===== config.mk =====
export PLATFORM = sky130hd
export DESIGN_NAME = gpio_wb_arbiter
export DESIGN_NICKNAME = d
export VERILOG_FILES = /design/src/rtl/gpio_wb_arbiter_pkg.sv /design/src/rtl/gpio_wb_arbiter_wdt.sv /design/src/rtl/gpio_wb_arbiter.sv
export SDC_FILE = /design/constraint.sdc
export NUM_CORES = 1
export LEC_CHECK = 0
export CAP_MARGIN = 10
export CORE_MARGIN = 2
export CORE_UTILIZATION = 27
export DETAILED_ROUTE_END_ITERATION = 8
export PLACE_DENSITY_LB_ADDON = 0.05
export SLEW_MARGIN = 40
export SYNTH_ARGS = -nofsm -noshare
export SYNTH_HDL_FRONTEND = slang
export SYNTH_SLANG_ARGS = --single-unit

===== constraint.sdc =====
create_clock -name wb_clk -period 1.6 [get_ports wb_clk]
set_clock_uncertainty 0.15 [all_clocks]
set_input_delay 0.32 -clock wb_clk [delete_from_list [all_inputs] [get_ports wb_clk]]
set_output_delay 0.32 -clock wb_clk [all_outputs]
set_load 0.1 [all_outputs]

===== src/rtl/gpio_wb_arbiter_pkg.sv =====
// Shared types and constants for the two-master GPIO Wishbone arbiter.
package gpio_wb_arbiter_pkg;

  localparam int unsigned NUM_MASTERS = 2;
  localparam int unsigned CNT_W       = 8;

  typedef logic [$clog2(NUM_MASTERS)-1:0] master_idx_t;

  typedef enum logic [1:0] {
    IDLE = 2'd0,
    GNT0 = 2'd1,
    GNT1 = 2'd2
  } arb_state_e;

endpackage


===== src/rtl/gpio_wb_arbiter_wdt.sv =====
// Slave-response watchdog: counts stalled strobe cycles and flags TIMEOUT.
module gpio_wb_arbiter_wdt
  import gpio_wb_arbiter_pkg::*;
#(
  parameter int unsigned TIMEOUT = 15
) (
  input  logic wb_clk,
  input  logic wb_rst_n,
  input  logic clr,
  input  logic stall,
  output logic timeout
);

  logic [CNT_W-1:0] count;

  assign timeout = (count == CNT_W'(TIMEOUT));

  always_ff @(posedge wb_clk) begin
    if (!wb_rst_n || clr || timeout || !stall) begin
      count <= '0;
    end else begin
      count <= count + CNT_W'(1);
    end
  end

endmodule


===== src/rtl/gpio_wb_arbiter.sv =====
// Two-master Wishbone arbiter in front of a shared GPIO slave, round-robin on contention.
// Define GPIO_WB_ARBITER_TIMEOUT_EN to add the slave-response watchdog.
module gpio_wb_arbiter
  import gpio_wb_arbiter_pkg::*;
#(
  parameter int unsigned TIMEOUT = 15
) (
  input  logic       wb_clk,
  input  logic       wb_rst_n,
  input  logic       m0_adr_i,
  input  logic [7:0] m0_dat_i,
  input  logic       m0_we_i,
  input  logic       m0_cyc_i,
  input  logic       m0_stb_i,
  output logic [7:0] m0_dat_o,
  output logic       m0_ack_o,
  output logic       m0_err_o,
  input  logic       m1_adr_i,
  input  logic [7:0] m1_dat_i,
  input  logic       m1_we_i,
  input  logic       m1_cyc_i,
  input  logic       m1_stb_i,
  output logic [7:0] m1_dat_o,
  output logic       m1_ack_o,
  output logic       m1_err_o,
  output logic       s_adr_o,
  output logic [7:0] s_dat_o,
  output logic       s_we_o,
  output logic       s_cyc_o,
  output logic       s_stb_o,
  input  logic [7:0] s_dat_i,
  input  logic       s_ack_i,
  input  logic       s_err_i
);

  if (TIMEOUT < 1 || TIMEOUT > 255) begin : g_bad_timeout
    $error("gpio_wb_arbiter: TIMEOUT must be in 1..255");
  end

  arb_state_e  state, state_nxt;
  master_idx_t last_served, last_nxt;
  logic        gnt0, gnt1;
  logic        cyc_raw, stb_raw;
  logic        timeout;

  // Grants are also gated by reset so every output is quiet while reset is held.
  assign gnt0 = wb_rst_n && (state == GNT0);
  assign gnt1 = wb_rst_n && (state == GNT1);

  always_comb begin
    s_adr_o = 1'b0;
    s_dat_o = '0;
    s_we_o  = 1'b0;
    cyc_raw = 1'b0;
    stb_raw = 1'b0;
    if (gnt0) begin
      s_adr_o = m0_adr_i;
      s_dat_o = m0_dat_i;
      s_we_o  = m0_we_i;
      cyc_raw = m0_cyc_i;
      stb_raw = m0_stb_i;
    end else if (gnt1) begin
      s_adr_o = m1_adr_i;
      s_dat_o = m1_dat_i;
      s_we_o  = m1_we_i;
      cyc_raw = m1_cyc_i;
      stb_raw = m1_stb_i;
    end
  end

`ifdef GPIO_WB_ARBITER_TIMEOUT_EN
  gpio_wb_arbiter_wdt #(
    .TIMEOUT(TIMEOUT)
  ) u_wdt (
    .wb_clk  (wb_clk),
    .wb_rst_n(wb_rst_n),
    .clr     (state == IDLE),
    .stall   (cyc_raw && stb_raw && !s_ack_i && !s_err_i),
    .timeout (timeout)
  );
`else
  assign timeout = 1'b0;
`endif

  // On a watchdog expiry the slave cycle is withdrawn and the master gets err instead.
  assign s_cyc_o  = cyc_raw && !timeout;
  assign s_stb_o  = stb_raw && !timeout;

  assign m0_ack_o = gnt0 && s_ack_i && !timeout;
  assign m1_ack_o = gnt1 && s_ack_i && !timeout;
  assign m0_err_o = gnt0 && (s_err_i || timeout);
  assign m1_err_o = gnt1 && (s_err_i || timeout);
  assign m0_dat_o = gnt0 ? s_dat_i : '0;
  assign m1_dat_o = gnt1 ? s_dat_i : '0;

  always_comb begin
    state_nxt = state;
    last_nxt  = last_served;
    case (state)
      IDLE: begin
        if (m0_cyc_i && m1_cyc_i) begin
          state_nxt = (last_served == master_idx_t'(1)) ? GNT0 : GNT1;
        end else if (m0_cyc_i) begin
          state_nxt = GNT0;
        end else if (m1_cyc_i) begin
          state_nxt = GNT1;
        end
      end
      GNT0: begin
        if (!m0_cyc_i || timeout) begin
          state_nxt = IDLE;
          last_nxt  = master_idx_t'(0);
        end
      end
      GNT1: begin
        if (!m1_cyc_i || timeout) begin
          state_nxt = IDLE;
          last_nxt  = master_idx_t'(1);
        end
      end
      default: state_nxt = IDLE;
    endcase
  end

  always_ff @(posedge wb_clk) begin
    if (!wb_rst_n) begin
      state       <= IDLE;
      last_served <= master_idx_t'(1);
    end else begin
      state       <= state_nxt;
      last_served <= last_nxt;
    end
  end

endmodule


==> results of run 1 <==
metrics by stage:
step              area (µm²)  hold WS (ns)  setup slack [ns]  TNS, ns  std cells
global placement        1940         0.304            -0.318    -9.28        184
floorplan                893         0.293            -0.195    -3.91         89
logic make-up after synthesis:
family,count (synthesis)
AOI/OAI and AO/OA,16
and+or+nand+nor,59
buffers and inverters,11
DFF,3
==> impl_metrics.toml, run 1 <==
[outcome]
outcome = "did not finish"
haltStage = "detailed placement"
stop_error = "[ERROR DPL-0033] detailed placement checks failed during check placement."

[synthesis]
ys_types = 14
yosysTopAreaCell = "nand3b_1"
synth_ff_type = "dfxtp_1"
synth_commonest_cells = "25 x nand3b_1, 20 x nor2_1, 12 x a21boi_1"
synthXorXnorAreaFrac_pct = 0
synth_top_family_by_area = "simple AND/OR/NAND/NOR gates"
synthAdderAreaFrac_pct = 0
syn_nets = 125
yosys_warnings = 0
synth_compound_area_share_pct = 20.4
yosysSeqAreaShare_pct = 10.3
yosys-top-cells-area = "nand3b_1 32%, a21boi_1 15%, nor2_1 13%"
synthMuxAreaShare_pct = 0
syn_area_per_cell_um2 = 6.55
synthSimpleGateAreaFrac_pct = 55.8
synth_edf_count = 0
yosys.area.top_type_share_pct = 32.2
synth.cell_area_um2 = 583
ys_ff_latch = 3
syn_inst = 89
yosysMostFrequentCell = "nand3b_1"
async_flop_share_pct = 0

[floorplan]
dieWidth_um = 50.5
ios = 68
dieHeight_um = 50.5
rows = 16
start_util_pct = 29.1

[placement]
hpwl_um = 2990
gp_congestion = 0.674
io_buffers = 67
==> inputs of run 2 (changes only) <==
CORE_AREA = 2 2 63 65   (was default)
CORE_MARGIN = default   (was 2)
CORE_UTILIZATION = default   (was 27)
DIE_AREA = 0 0 65 67   (was default)
PLACE_DENSITY_LB_ADDON = 0.15   (was 0.05)
==> run 2 against run 1 <==
Net effect:
- synthesized cell count unchanged
- the flow now finishes, with violations (negative setup slack)
- synthesized area unchanged
==> impl_metrics.toml, run 2 <==
[critical_path]
path_class = "input pin to output pin"
slowest_stage = "clkdlybuf4s50_1"
cp_top_family = "buffers and inverters"
worstPathArrival_ns = 1.29
critPathBufInv = 2
r2r_setup_slack_ns = 0.47
start_kind = "input pin"
required_ns = 1.13
worst-path-max-fanout = 1
worstPathCellList = "clkdlybuf4s50_1, nand3b_1, a21boi_4, buf_12"
rr_worst_depth = 3
slowest_delay_ns = 0.46
cp_num_cells = 4
endpoint_kind = "output pin"

[synthesis]
synth_compound_area_share_pct = 20.4
synthSimpleGateAreaFrac_pct = 55.8
syn_nets = 125
synthMuxAreaShare_pct = 0
synth_top_family_by_area = "simple AND/OR/NAND/NOR gates"
yosys-top-cells-area = "nand3b_1 32%, a21boi_1 15%, nor2_1 13%"
synthXorXnorAreaFrac_pct = 0
yosysMostFrequentCell = "nand3b_1"
yosysSeqAreaShare_pct = 10.3
synth_ff_type = "dfxtp_1"
synth_commonest_cells = "25 x nand3b_1, 20 x nor2_1, 12 x a21boi_1"
ys_ff_latch = 3
synth.cell_area_um2 = 583
yosys_warnings = 0
yosysTopAreaCell = "nand3b_1"
async_flop_share_pct = 0
yosys.area.top_type_share_pct = 32.2
synthAdderAreaFrac_pct = 0
synth_edf_count = 0
syn_inst = 89
syn_area_per_cell_um2 = 6.55
ys_types = 14

[finish]
layout.cells.most_common = "buf_12"
fillers = 307
area_growth_pct = 260
utilization_pct = 58.2
largest_reg_flops = 2
nets = 199
regMostFlops = "state"
mostFrequentLayoutCells = "36 x buf_12, 25 x nand3b_1, 20 x nor2_4"
antenna_cells = 0
drive_gt1_share_pct = 56.2
largestRegisters = "state x2, last_served x1"

[power]
seqPwrFrac_pct = 9.9
p_sw_w = 0.000359
peakVddDrop_uv = 357
power.density_nw_per_um2 = 410
pwr-share-comb_pct = 64.7
leakagePower_nw = 0.799
swShare_pct = 41.8
pwr-share-clk_pct = 25.5
intPower_w = 0.000500

[floorplan]
ios = 68
die_area_um2 = 4360
core-area_um2 = 3610
dieHeight_um = 67
start_util_pct = 16.2
rows = 22
dieWidth_um = 65

[sta]
worst_pin_slew_ns = 0.165
timing.hold.ws_ns = 0.306
tns_ns = -3.14
drv_slew = 0
max-slew-margin-rel_pct = 89.0
final_hold_viol_count = 0
setup_violations = 32
setup_ws_ns = -0.163
period_share_pct = 110
max_freq_mhz = 567
rsz0062_at_grt = "true"
min_period_ns = 1.76

[detailed_routing]
drc = 0
via_per_inst = 4.22
wl_per_cell_um = 12.5
vias = 887
antenna_left = 0
drt_iter0_markers = 15
drt_wl_total_um = 2630
drt_pass1_iterations = 4

[hold_path]
hp-class = "register to register"
holdPathStages = 1

[cts]
htree_levels = 1
cts.clk_slew.worst_paths_ns = 0.03
root_buffer = "clkbuf_8"
cts_made_buffers = 3
cts_sinks = 3
clk_latency_ns = 0.21
clockBufferDepth = 2
cts_tree = "built"

[job]
maxCapViolCount = 0

[placement]
place_ws_ns = -0.392
hpwl_um = 2100
gp_congestion = 0.642
io_buffers = 67

[global_route]
track_usage_pct = 12.5
grt-ovfl-total = 0
grt_pass1_vias = 898
grt_pass1_wl_um = 4330
antenna_found_initial = 0
grt_max_degree = 20

[outcome]
violations = "negative setup slack"
outcome = "finished with violations"
-- run 2: cell counts after synthesis --
Identical to the previous run, type by type.
-- run 2: logic make-up after synthesis --
| logic type | after synthesis |
|---|---|
| buffers and inverters | 11 |
| AND/OR/NAND/NOR | 59 |
| flip-flops | 3 |
| AO/OA/AOI/OAI | 16 |
-- run 2: metrics by stage --
step,total power (W),area (µm²),std cells
global route,0.000901,2100,210
floorplan,0.000411,893,89
global placement,0.000626,1970,204
finish,0.000859,2100,210
detailed placement,0.000633,1970,204
CTS,0.000872,2080,210
-- run 2: worst register-to-register path: stages, from the launching register on --
cell and delay (ns):
dfxtp_2 0.37, nand2b_1 0.17, buf_12 0.19, o2111ai_1 0.12
-- run 2: metal layers --
| metal | up-vias | part of all wire (%) | global-route usage, % |
|---|---|---|---|
| li1 | 447 | - | - |
| met1 | 411 | 40 | 14.7 |
| met2 | 29 | 56 | 24.5 |
| met3 | 0 | 4.2 | 2.03 |
| met4 | 0 | 0 | 0.798 |
| met5 | - | 0 | 0 |
-- run 2: power groups by stage --
stage,clock [W],combinational (W),sequential (W)
global route,0.000236,0.000580,0.0000854
detailed placement,0,0.000548,0.0000849
CTS,0.000226,0.000561,0.0000846
floorplan,0,0.000329,0.0000822
finish,0.000219,0.000556,0.0000847
global placement,0,0.000542,0.0000848
-- run 2: final cells by class --
type	instances	area [µm²]	share of cell area, %
clock buffer	4	45.0	2.15
inverter	1	3.75	0.179
timing repair buffer	79	1170	55.7
tap	48	60.1	2.86
sequential	3	65.1	3.10
multi-input combinational	75	754	36.0
-- run 2: worst paths after layout --
| kind | end | startpoint |
|---|---|---|
| hold reg to reg | state[1] | last_served |
| setup reg to reg | last_served | state[0] |
| hold / removal | state[1] | last_served |
| setup / recovery | s_dat_o[6] | m1_dat_i[6] |
-- run 2: what timing repair did --
| action | CTS | global route |
|---|---|---|
| gates resized for setup | 27 | 7 |
| endpoints found under the hold margin | 0 | 0 |
| gates cloned | 2 | 0 |
| endpoints found under the setup margin | 32 | 32 |
| buffers inserted | 0 | 0 |
| pin swaps | 12 | 10 |
| hold buffers | 0 | 0 |
Power figures use the tool's default switching activity.
==> inputs of run 3 (changes only) <==
ABC_AREA = 1   (was default)
==> run 3 against run 2 <==
Net effect:
- the flow still finishes with violations (negative setup slack)
- synthesized cell count increased by 7.9%
- largest cell class unchanged
- routed wire length increased by 14%
- final area increased by 3.0%
- worst setup slack improved by 0.0057 ns
- count of clock-buffer cells in the layout unchanged
- maximum frequency increased by 0.33%
- sequential share of layout area about the same
- sequential power increased by 15%
- via count increased by 7.1%
- global-route usage increased by 2.9 points
- utilization increased by 1.7 points
==> impl_metrics.toml, run 3 <==
[synthesis]
yosysTopAreaCell = "inv_1"
synth_commonest_cells = "25 x inv_1, 25 x nor2_1, 14 x nand3_1"
synth_ff_type = "dfxtp_1"
syn_area_per_cell_um2 = 5.02
yosys-top-cells-area = "inv_1 19%, nor2_1 19%, nand3_1 15%"
ys_ff_latch = 3
async_flop_share_pct = 0
ys_types = 17
synth_edf_count = 0
syn_inst = 96
yosys.area.top_type_share_pct = 19.5
yosys_warnings = 0
yosysSeqAreaShare_pct = 12.5
synth.cell_area_um2 = 482
syn_nets = 132

[placement]
hpwl_um = 2170
io_buffers = 67
gp_congestion = 0.797

[finish]
utilization_pct = 59.9
area_growth_pct = 348
mostFrequentLayoutCells = "33 x buf_12, 32 x clkdlybuf4s50_1, 22 x inv_1"
nets = 220
regMostFlops = "state"
largestRegisters = "state x2, last_served x1"
antenna_cells = 0
regArea_um2 = 67.6
layout.cells.most_common = "buf_12"
largest_reg_flops = 2
drive_gt1_share_pct = 59.0
multi_input_area_um2 = 687
fillers = 302

[global_route]
grt_pass1_vias = 1050
grt_pass1_wl_um = 5090
antenna_found_initial = 0
grt_max_degree = 8
track_usage_pct = 15.4
grt-ovfl-total = 0

[cts]
clk_latency_ns = 0.22
cts.clk_slew.worst_paths_ns = 0.03
clockBufferDepth = 2
cts_made_buffers = 3
cts_sinks = 3
root_buffer = "clkbuf_8"
cts_tree = "built"
htree_levels = 1

[critical_path]
slowest_stage = "dfxtp_4"
worst-path-max-fanout = 6
worstPathCellList = "inv_4, nand2_8, clkinvlp_4, nand3_2, o21ai_4, buf_12"
slowest_delay_ns = 0.37
worstPathArrival_ns = 1.29
endpoint_kind = "output pin"
start_kind = "register"
required_ns = 1.13
path_class = "register to output pin"

[sta]
worst_pin_slew_ns = 0.209
max-slew-margin-rel_pct = 86.0
setup_ws_ns = -0.157
timing.hold.ws_ns = 0.376
setup_violations = 32
final_hold_viol_count = 0
rsz0062_at_grt = "true"
min_period_ns = 1.76
period_share_pct = 110
drv_slew = 0
max_freq_mhz = 569

[floorplan]
rows = 22
die_area_um2 = 4360
dieWidth_um = 65
start_util_pct = 13.4
core-area_um2 = 3610
dieHeight_um = 67
ios = 68

[outcome]
outcome = "finished with violations"
violations = "negative setup slack"

[detailed_routing]
vias = 950
drt_wl_total_um = 2990
wl_per_cell_um = 12.9
drt_iter0_markers = 35
drc = 0
drt_pass1_iterations = 3
via_per_inst = 4.11
antenna_left = 0

[power]
intPower_w = 0.000585
seqPwrFrac_pct = 8.4
swShare_pct = 49.2
power.density_nw_per_um2 = 534
pwr-share-clk_pct = 19.8
pwr-share-comb_pct = 71.7
p_sw_w = 0.000567
peakVddDrop_uv = 507
leakagePower_nw = 0.849

[hold_path]
hp-class = "register to register"

[job]
maxCapViolCount = 0
[run 3: changes by cell type after synthesis, moves of 5 or more]
cell,before,now
nand3b_1,25,0
inv_1,1,25
nand3_1,0,14
a21boi_1,12,0
o21ai_0,1,9
nand2_1,10,3
nor2_1,20,25
[run 3: cells by family (layout without fill, tap and decap cells)]
kind of cell,Yosys count,in the layout,share of synthesized area [%]
compound gates,17,17,19.2
simple gates,44,45,39.7
flops,3,3,12.5
buf+inv,32,118,28.6
[run 3: per-stage QoR]
stage / setup WS, ns / std cells / TNS, ns / cell area, µm² / total power, W
after floorplan: -0.166 / 96 / -2.71 / 825 / 0.000553
after global placement: -0.409 / 215 / -12.15 / 1880 / 0.000824
after detailed placement: -0.429 / 215 / -12.76 / 1880 / 0.000831
after CTS: -0.178 / 231 / -4.55 / 2130 / 0.00114
after global routing: -0.199 / 231 / -4.88 / 2160 / 0.00120
final: -0.157 / 231 / -3.58 / 2160 / 0.00115
[run 3: worst paths after layout]
| kind | from | to | slack [ns] | cells past startpoint |
|---|---|---|---|---|
| max | state[0] | s_we_o | -0.16 | 6 |
| max reg2reg | state[1] | state[1] | 0.16 | 10 |
| min reg2reg | last_served | last_served | 0.38 | 2 |
| min | last_served | last_served | 0.38 | 2 |
[run 3: worst max-delay path, delay by kind of cell, from the launching register on]
kind                   cells  cell delay (ns)
buffers and inverters      3             0.40
DFF                        1             0.37
and+or+nand+nor            2             0.21
AOI/OAI and AO/OA          1             0.07
[run 3: power groups by stage]
| stage | Clock (W) | Sequential (W) | Combinational, W |
|---|---|---|---|
| 2_1_floorplan | 0 | 0.0000923 | 0.000461 |
| 3_3_place_gp | 0 | 0.0000939 | 0.000730 |
| 3_5_place_dp | 0 | 0.0000947 | 0.000737 |
| 4_1_cts | 0.000233 | 0.0000948 | 0.000816 |
| 5_1_grt | 0.000239 | 0.0000981 | 0.000864 |
| 6_report | 0.000229 | 0.0000970 | 0.000827 |
[run 3: area by class of cell]
| cell class | instances | share of cell area, % |
|---|---|---|
| clock buffers | 4 | 2.09 |
| inverters | 27 | 5.50 |
| multi-input cells | 62 | 31.8 |
| flip-flops and latches | 3 | 3.13 |
| well taps | 48 | 2.78 |
| repair buffers | 86 | 54.3 |
| repair inverters | 1 | 0.348 |
[run 3: per-layer routing]
metal	GRT usage [%]	routed length, µm	up-vias
met5	0	0	-
met4	5.85	54	0
met3	3.04	182	7
met2	28.9	1650	34
met1	16.9	1100	439
li1	-	-	470
[run 3: what timing repair did]
item | in CTS | in global routing
setup endpoints to repair | 32 | 32
gates resized for setup | 27 | 8
gates cloned | 4 | 0
pin swaps | 10 | 7
hold buffers | 0 | 0
setup buffers | 8 | 0
